==> src/rtl/cpu_pkg.sv <==
`default_nettype none
// ============================================================================
// cpu_pkg : shared types and constants for the instruction fetch path
// Revision: 1.0
// ============================================================================
package cpu_pkg;

   localparam int unsigned CPU_ADDR_W  = 7;
   localparam int unsigned INSTR_BYTES = 4;
   localparam logic [31:0] NOP_INSTR   = 32'h0;

   typedef struct packed {
      logic [31:0]           instr;
      logic [CPU_ADDR_W-1:0] pc;
   } fetch_entry_t;

   typedef enum logic [0:0] {
      FETCH = 1'b0,
      HOLD  = 1'b1
   } fetch_state_e;

endpackage
`default_nettype wire

==> src/rtl/fetch_fifo.sv <==
`default_nettype none
// ============================================================================
// fetch_fifo : synchronous show-ahead FIFO of fetch entries, flush beats push
// Revision: 1.0
// ============================================================================
module fetch_fifo
   import cpu_pkg::*;
#(
   parameter int unsigned DEPTH = 4
) (
   input  logic                   clk,
   input  logic                   reset,
   input  logic                   push_i,
   input  logic                   pop_i,
   input  logic                   flush_i,
   input  fetch_entry_t           wdata_i,
   output fetch_entry_t           head_o,
   output logic [$clog2(DEPTH):0] count_o,
   output logic                   full_o,
   output logic                   empty_o
);

   localparam int unsigned PTR_W = $clog2(DEPTH);

   fetch_entry_t     mem_q [DEPTH];
   logic [PTR_W-1:0] rd_ptr_q;
   logic [PTR_W-1:0] wr_ptr_q;
   logic [PTR_W:0]   count_q;
   logic             w_do_pop;
   logic             w_do_push;

   assign empty_o   = (count_q == '0);
   assign full_o    = (count_q == (PTR_W+1)'(DEPTH));
   assign count_o   = count_q;
   assign head_o    = mem_q[rd_ptr_q];
   assign w_do_pop  = pop_i & ~empty_o;
   assign w_do_push = push_i & (~full_o | w_do_pop);

   always_ff @(posedge clk) begin
      if (reset || flush_i) begin
         rd_ptr_q <= '0;
         wr_ptr_q <= '0;
         count_q  <= '0;
      end else begin
         if (w_do_push) wr_ptr_q <= wr_ptr_q + PTR_W'(1);
         if (w_do_pop)  rd_ptr_q <= rd_ptr_q + PTR_W'(1);
         count_q <= count_q + (PTR_W+1)'(w_do_push) - (PTR_W+1)'(w_do_pop);
      end
   end

   // Storage carries no reset: an entry is only visible once the count covers it.
   always_ff @(posedge clk) begin
      if (w_do_push && !flush_i && !reset) mem_q[wr_ptr_q] <= wdata_i;
   end

endmodule
`default_nettype wire

==> src/rtl/inst_fetch_queue.sv <==
`default_nettype none
// ============================================================================
// inst_fetch_queue : byte-serial big-endian instruction fetch into a queue for decode
// Revision: 1.0
// ============================================================================
module inst_fetch_queue
   import cpu_pkg::*;
#(
   parameter int unsigned       ADDR_W   = CPU_ADDR_W,
   parameter int unsigned       DEPTH    = 4,
   parameter logic [ADDR_W-1:0] PC_START = '0
) (
   input  logic              clk,
   input  logic              reset,
   output logic [ADDR_W-1:0] mem_addr,
   input  logic [7:0]        mem_rdata,
   input  logic              redirect_valid,
   input  logic [ADDR_W-1:0] redirect_pc,
   output logic              out_valid,
   input  logic              out_ready,
   output logic [31:0]       out_instr,
   output logic [ADDR_W-1:0] out_pc,
   output logic [ADDR_W-1:0] out_pc_inc
);

   localparam int unsigned       CNT_W   = $clog2(DEPTH) + 1;
   localparam logic [ADDR_W-1:0] PC_STEP = ADDR_W'(INSTR_BYTES);

   fetch_state_e      state_q, state_d;
   logic [1:0]        byte_cnt_q, byte_cnt_d;
   logic [ADDR_W-1:0] fetch_pc_q, fetch_pc_d;
   logic [23:0]       asm_q, asm_d;

   logic              w_push;
   logic              w_pop;
   logic              w_space;
   logic              w_full;
   logic              w_empty;
   logic [CNT_W-1:0]  w_count;
   fetch_entry_t      w_entry;
   fetch_entry_t      w_head;

   assign mem_addr = fetch_pc_q + ADDR_W'(byte_cnt_q);
   assign w_entry  = '{instr: {asm_q, mem_rdata}, pc: fetch_pc_q};
   assign w_pop    = out_valid & out_ready;
   // A pop on a full queue frees the slot the pending word needs.
   assign w_space  = (w_count < CNT_W'(DEPTH)) | (w_full & w_pop);

   always_comb begin
      state_d    = state_q;
      byte_cnt_d = byte_cnt_q;
      fetch_pc_d = fetch_pc_q;
      asm_d      = asm_q;
      w_push     = 1'b0;
      if (redirect_valid) begin
         state_d    = FETCH;
         byte_cnt_d = '0;
         fetch_pc_d = {redirect_pc[ADDR_W-1:2], 2'b00};
      end else begin
         case (state_q)
            FETCH: begin
               if (byte_cnt_q != 2'd3) begin
                  case (byte_cnt_q)
                     2'd0:    asm_d[23:16] = mem_rdata;
                     2'd1:    asm_d[15:8]  = mem_rdata;
                     default: asm_d[7:0]   = mem_rdata;
                  endcase
                  byte_cnt_d = byte_cnt_q + 2'd1;
               end else if (w_space) begin
                  w_push     = 1'b1;
                  fetch_pc_d = fetch_pc_q + PC_STEP;
                  byte_cnt_d = '0;
               end else begin
                  state_d = HOLD;
               end
            end
            HOLD: begin
               if (w_space) begin
                  w_push     = 1'b1;
                  fetch_pc_d = fetch_pc_q + PC_STEP;
                  byte_cnt_d = '0;
                  state_d    = FETCH;
               end
            end
            default: state_d = FETCH;
         endcase
      end
   end

   always_ff @(posedge clk) begin
      if (reset) begin
         state_q    <= FETCH;
         byte_cnt_q <= '0;
         fetch_pc_q <= PC_START;
         asm_q      <= '0;
      end else begin
         state_q    <= state_d;
         byte_cnt_q <= byte_cnt_d;
         fetch_pc_q <= fetch_pc_d;
         asm_q      <= asm_d;
      end
   end

   fetch_fifo #(
      .DEPTH (DEPTH)
   ) u_fifo (
      .clk     (clk),
      .reset   (reset),
      .push_i  (w_push),
      .pop_i   (w_pop),
      .flush_i (redirect_valid),
      .wdata_i (w_entry),
      .head_o  (w_head),
      .count_o (w_count),
      .full_o  (w_full),
      .empty_o (w_empty)
   );

   assign out_valid  = ~w_empty;
   assign out_instr  = out_valid ? w_head.instr : NOP_INSTR;
   assign out_pc     = out_valid ? w_head.pc : '0;
   assign out_pc_inc = out_valid ? (w_head.pc + PC_STEP) : '0;

endmodule
`default_nettype wire

==> config.mk <==
export PLATFORM = sky130hd
export DESIGN_NAME = inst_fetch_queue
export DESIGN_NICKNAME = d
export VERILOG_FILES = /design/src/rtl/cpu_pkg.sv /design/src/rtl/fetch_fifo.sv /design/src/rtl/inst_fetch_queue.sv
export SDC_FILE = /design/constraint.sdc
export NUM_CORES = 1
export LEC_CHECK = 0
export CAP_MARGIN = 30
export CORE_MARGIN = 3
export CORE_UTILIZATION = 53
export CTS_BUF_LIST = sky130_fd_sc_hd__clkbuf_4 sky130_fd_sc_hd__clkbuf_8
export CTS_CLUSTER_DIAMETER = 50
export CTS_CLUSTER_SIZE = 24
export DETAILED_ROUTE_END_ITERATION = 7
export PLACE_DENSITY = 0.83
export SKIP_LAST_GASP = 1
export SLEW_MARGIN = 20
export SYNTH_ARGS = -nofsm -noshare
export SYNTH_HDL_FRONTEND = slang
export SYNTH_SLANG_ARGS = --single-unit
==> constraint.sdc <==
create_clock -name clk -period 2.2 [get_ports clk]
set_input_delay 0.44 -clock clk [delete_from_list [all_inputs] [get_ports clk]]
set_output_delay 0.44 -clock clk [all_outputs]
set_load 0.03 [all_outputs]
==> results by group <==
Status
  • Status: finished, violations left
  • Violated checks: setup timing

Drt
  • Via-to-Cell Ratio: 5.71
  • Via Count: 4317
  • Remaining DRCs: 0
  • WL per Instance: 20.6 um
  • Number of nets still failing antenna checks after routing: 0
  • Routed wire length: 15.6 mm
  • TritonRoute pass-1 iters: 5
  • Number of DRC violations after detailed-routing iteration 0: 455

Floorplanning
  • Number of placement rows: 42
  • Die Wd: 124 um
  • Number of primary I/O pins: 73
  • Die Span Y: 124 um
  • Initial cell density of the core: 55.2%
  • Die Footprint: 15500 um2
  • Placeable core region: 13500 um2

Synthesis
  • Largest cells by area after synthesis: sky130_fd_sc_hd__edfxtp_1 60%, sky130_fd_sc_hd__mux4_2 11%, sky130_fd_sc_hd__dfxtp_1 11%, sky130_fd_sc_hd__and2_1 3.7%, sky130_fd_sc_hd__nand2_1 2.6%
  • Cell taking the most area after synthesis: sky130_fd_sc_hd__edfxtp_1
  • Async S/R FF share, synth: 0%
  • Summed instance area of the synthesized netlist: 7420 um2
  • Synth Instances: 457
  • Most instantiated flip-flop cell in the synthesis netlist: sky130_fd_sc_hd__edfxtp_1
  • Post-synth top area share: 59.9%
  • Post-synthesis sequential area ratio: 70.9%
  • Yosys warns: 0
  • Number of storage elements in the synthesis netlist: 189
  • Number of enable flip-flop cells after synthesis: 148
  • Synth cell types: 37
  • Mapped Avg Cell Area: 16.2 um2

Clock tree
  • Htree depth: 4
  • Maximum root-to-sink buffer count: 2
  • Clk Latency, worst-skew pair: 0.45 ns
  • Clock tree from TritonCTS: built
  • Cts bufs inserted: 17
  • CTS Sinks: 189
  • CTS Hold Bufs: 0
  • Clk root buf: sky130_fd_sc_hd__clkbuf_8
  • Clock-pin slew on the worst setup and hold paths: 0.08 ns

Final layout
  • Nets@finish: 599
  • Most frequent cells in the layout: 148 x sky130_fd_sc_hd__edfxtp_1, 55 x sky130_fd_sc_hd__buf_4, 51 x sky130_fd_sc_hd__nand2_1
  • Ratio of cells with drive above 1 in the final layout: 32.6%
  • Most common library cell in the layout ignoring fill and taps: sky130_fd_sc_hd__edfxtp_1
  • Core occupancy in the finished layout: 68.5%
  • Synth-to-layout area growth: 24.1%
  • Number of filler cells placed in the layout: 869
  • Number of diodes: 0

STA
  • Worst-case setup margin in the final layout: -0.359 ns
  • Number of pins with negative max-slew slack in the final report: 0
  • Maximum clock frequency: 391 MHz
  • Unrepaired setup endpoints after global routing: true
  • Fin crit share: 116%
  • Count of endpoints failing hold in the final timing report: 0
  • Largest clock skew in the final design: 0.0116 ns
  • Final setup violation count: 42
  • Minimum clock period after layout: 2.56 ns

Global routing
  • GRT Resource Usage Total: 20.1%
  • Initial antenna violation count: 0
  • Maximum number of pins on one net before global-route repair: 31
  • Total congestion overflow after global routing: 0
  • Vias in the first global route: 4436
  • Global-route wire length before repair: 23.9 mm

Flow run
  • Max-capacitance violation count: 0

Placement
  • Port Buf Inserts: 66
  • Setup slack after placement: -0.250 ns
  • Routability congestion estimate from global placement: 0.782
  • Placed wire-length estimate: 9.48 mm

Critical path
  • Worst setup SP type: flop
  • Required @ worst endpoint: 1.76 ns
  • Critical Path, Cell by Cell: buf_12 > mux4_2 > nand3_4 > xor2_2 > nor2_1 > buf_4
  • Master of the slowest instance on the critical path: sky130_fd_sc_hd__mux4_2
  • Element type at the critical path end: primary output
  • Depth of the worst register-to-register path: 7
  • CP max stage delay: 0.60 ns
  • Category of the most critical setup path: reg2out
  • Worst Path Max Fanout: 6
  • Arrival time at the worst endpoint: 2.12 ns

Power
  • Leak: 3.06 nW
  • Power per unit of standard cell area: 686 nW/um2
  • Maximum vdd ir drop: 0.416 mV

Hold path
  • Cell depth of the worst min-delay path: 2
  • Hold crit path type: reg2reg
-- flip-flops by register name (all words and copies together), names as in the netlist, named ones only --
signal	count
u_fifo.wr_ptr_q	2
u_fifo.rd_ptr_q	2
u_fifo.count_o	3
u_fifo.mem_q	148
byte_cnt_q	2
state_q	1
fetch_pc_q	5
asm_q	24
-- critical path: cells and delay by family, from the launching register on --
family | cells | cell delay (ns)
buf+inv | 2 | 0.32
simple gates | 2 | 0.18
flops | 1 | 0.41
mux | 1 | 0.60
xor+xnor | 1 | 0.17
-- synthesized netlist by cell type (4+ instances only) --
library cell	count
sky130_fd_sc_hd__a211oi_1	4
sky130_fd_sc_hd__a21oi_1	26
sky130_fd_sc_hd__and2_1	44
sky130_fd_sc_hd__and3_2	4
sky130_fd_sc_hd__buf_4	5
sky130_fd_sc_hd__clkbuf_1	13
sky130_fd_sc_hd__dfxtp_1	41
sky130_fd_sc_hd__edfxtp_1	148
sky130_fd_sc_hd__ha_1	12
sky130_fd_sc_hd__inv_1	12
sky130_fd_sc_hd__mux4_2	37
sky130_fd_sc_hd__nand2_1	51
sky130_fd_sc_hd__nand3_1	5
sky130_fd_sc_hd__nor2_1	18
sky130_fd_sc_hd__xnor2_1	8
-- cells by family after synthesis --
logic type / synth area share [%]
other cells: 0.0505
compound gates: 2.97
flops: 70.9
simple gates: 8.66
mux: 11.5
xor+xnor: 1.30
buf+inv: 2.29
fa+ha+maj: 2.29
-- report_power, final --
group	leakage, nW	internal [W]	switching [W]	total, W
Sequential	1.58	0.00385	0.0000356	0.00389
Combinational	1.29	0.0000982	0.000140	0.000238
Clock	0.190	0.00102	0.00117	0.00220
Total	3.06	0.00497	0.00135	0.00632
-- layout make-up --
cell class | count | area, um2 | share of cell area [%]
inverter | 13 | 48.8 | 0.530
timing repair buffer | 112 | 1200 | 13.0
tap | 176 | 220 | 2.39
sequential | 189 | 5270 | 57.2
clock buffer | 18 | 241 | 2.62
clock inverter | 14 | 144 | 1.56
multi-input combinational | 234 | 2090 | 22.6
-- per-layer routing --
layer	part of all wire, %	track usage (%)
met1	38	25.2
met2	52	34.2
met3	6.8	4.25
met4	3.2	8.45
met5	0	0
-- what timing repair did --
action | 4_1_cts | 5_1_grt
resized for setup | 26 | 30
cloned | 2 | 2
setup endpoints to repair | 43 | 43
pin swaps | 4 | 4
setup buffers | 6 | 2
hold endpoints to repair | 0 | 0
-- path summary, 6_finish.rpt --
path                                      from                           end  slack (ns)
hold reg to reg          asm_q[6]$_SDFFE_PP0P_         asm_q[6]$_SDFFE_PP0P_        0.50
hold / removal           asm_q[6]$_SDFFE_PP0P_         asm_q[6]$_SDFFE_PP0P_        0.50
setup / recovery                          flop                 out_pc_inc[6]       -0.36
setup reg to reg  u_fifo.count_o[1]$_SDFF_PP0_  u_fifo.count_o[1]$_SDFF_PP0_        0.21
-- per-stage QoR --
step	hold slack (ns)	cells	total power, W	area, um2	setup TNS (ns)
after global placement	0.472	712	0.00419	8460	-20.30
after CTS	0.504	752	0.00635	9040	-9.24
after detailed placement	0.486	712	0.00420	8460	-24.32
after global routing	0.527	756	0.00650	9210	-11.83
final	0.505	756	0.00632	9210	-8.46
after floorplan	0.460	460	0.00408	7440	-0.0184
Note: power is estimated with default switching activity, not from simulation.
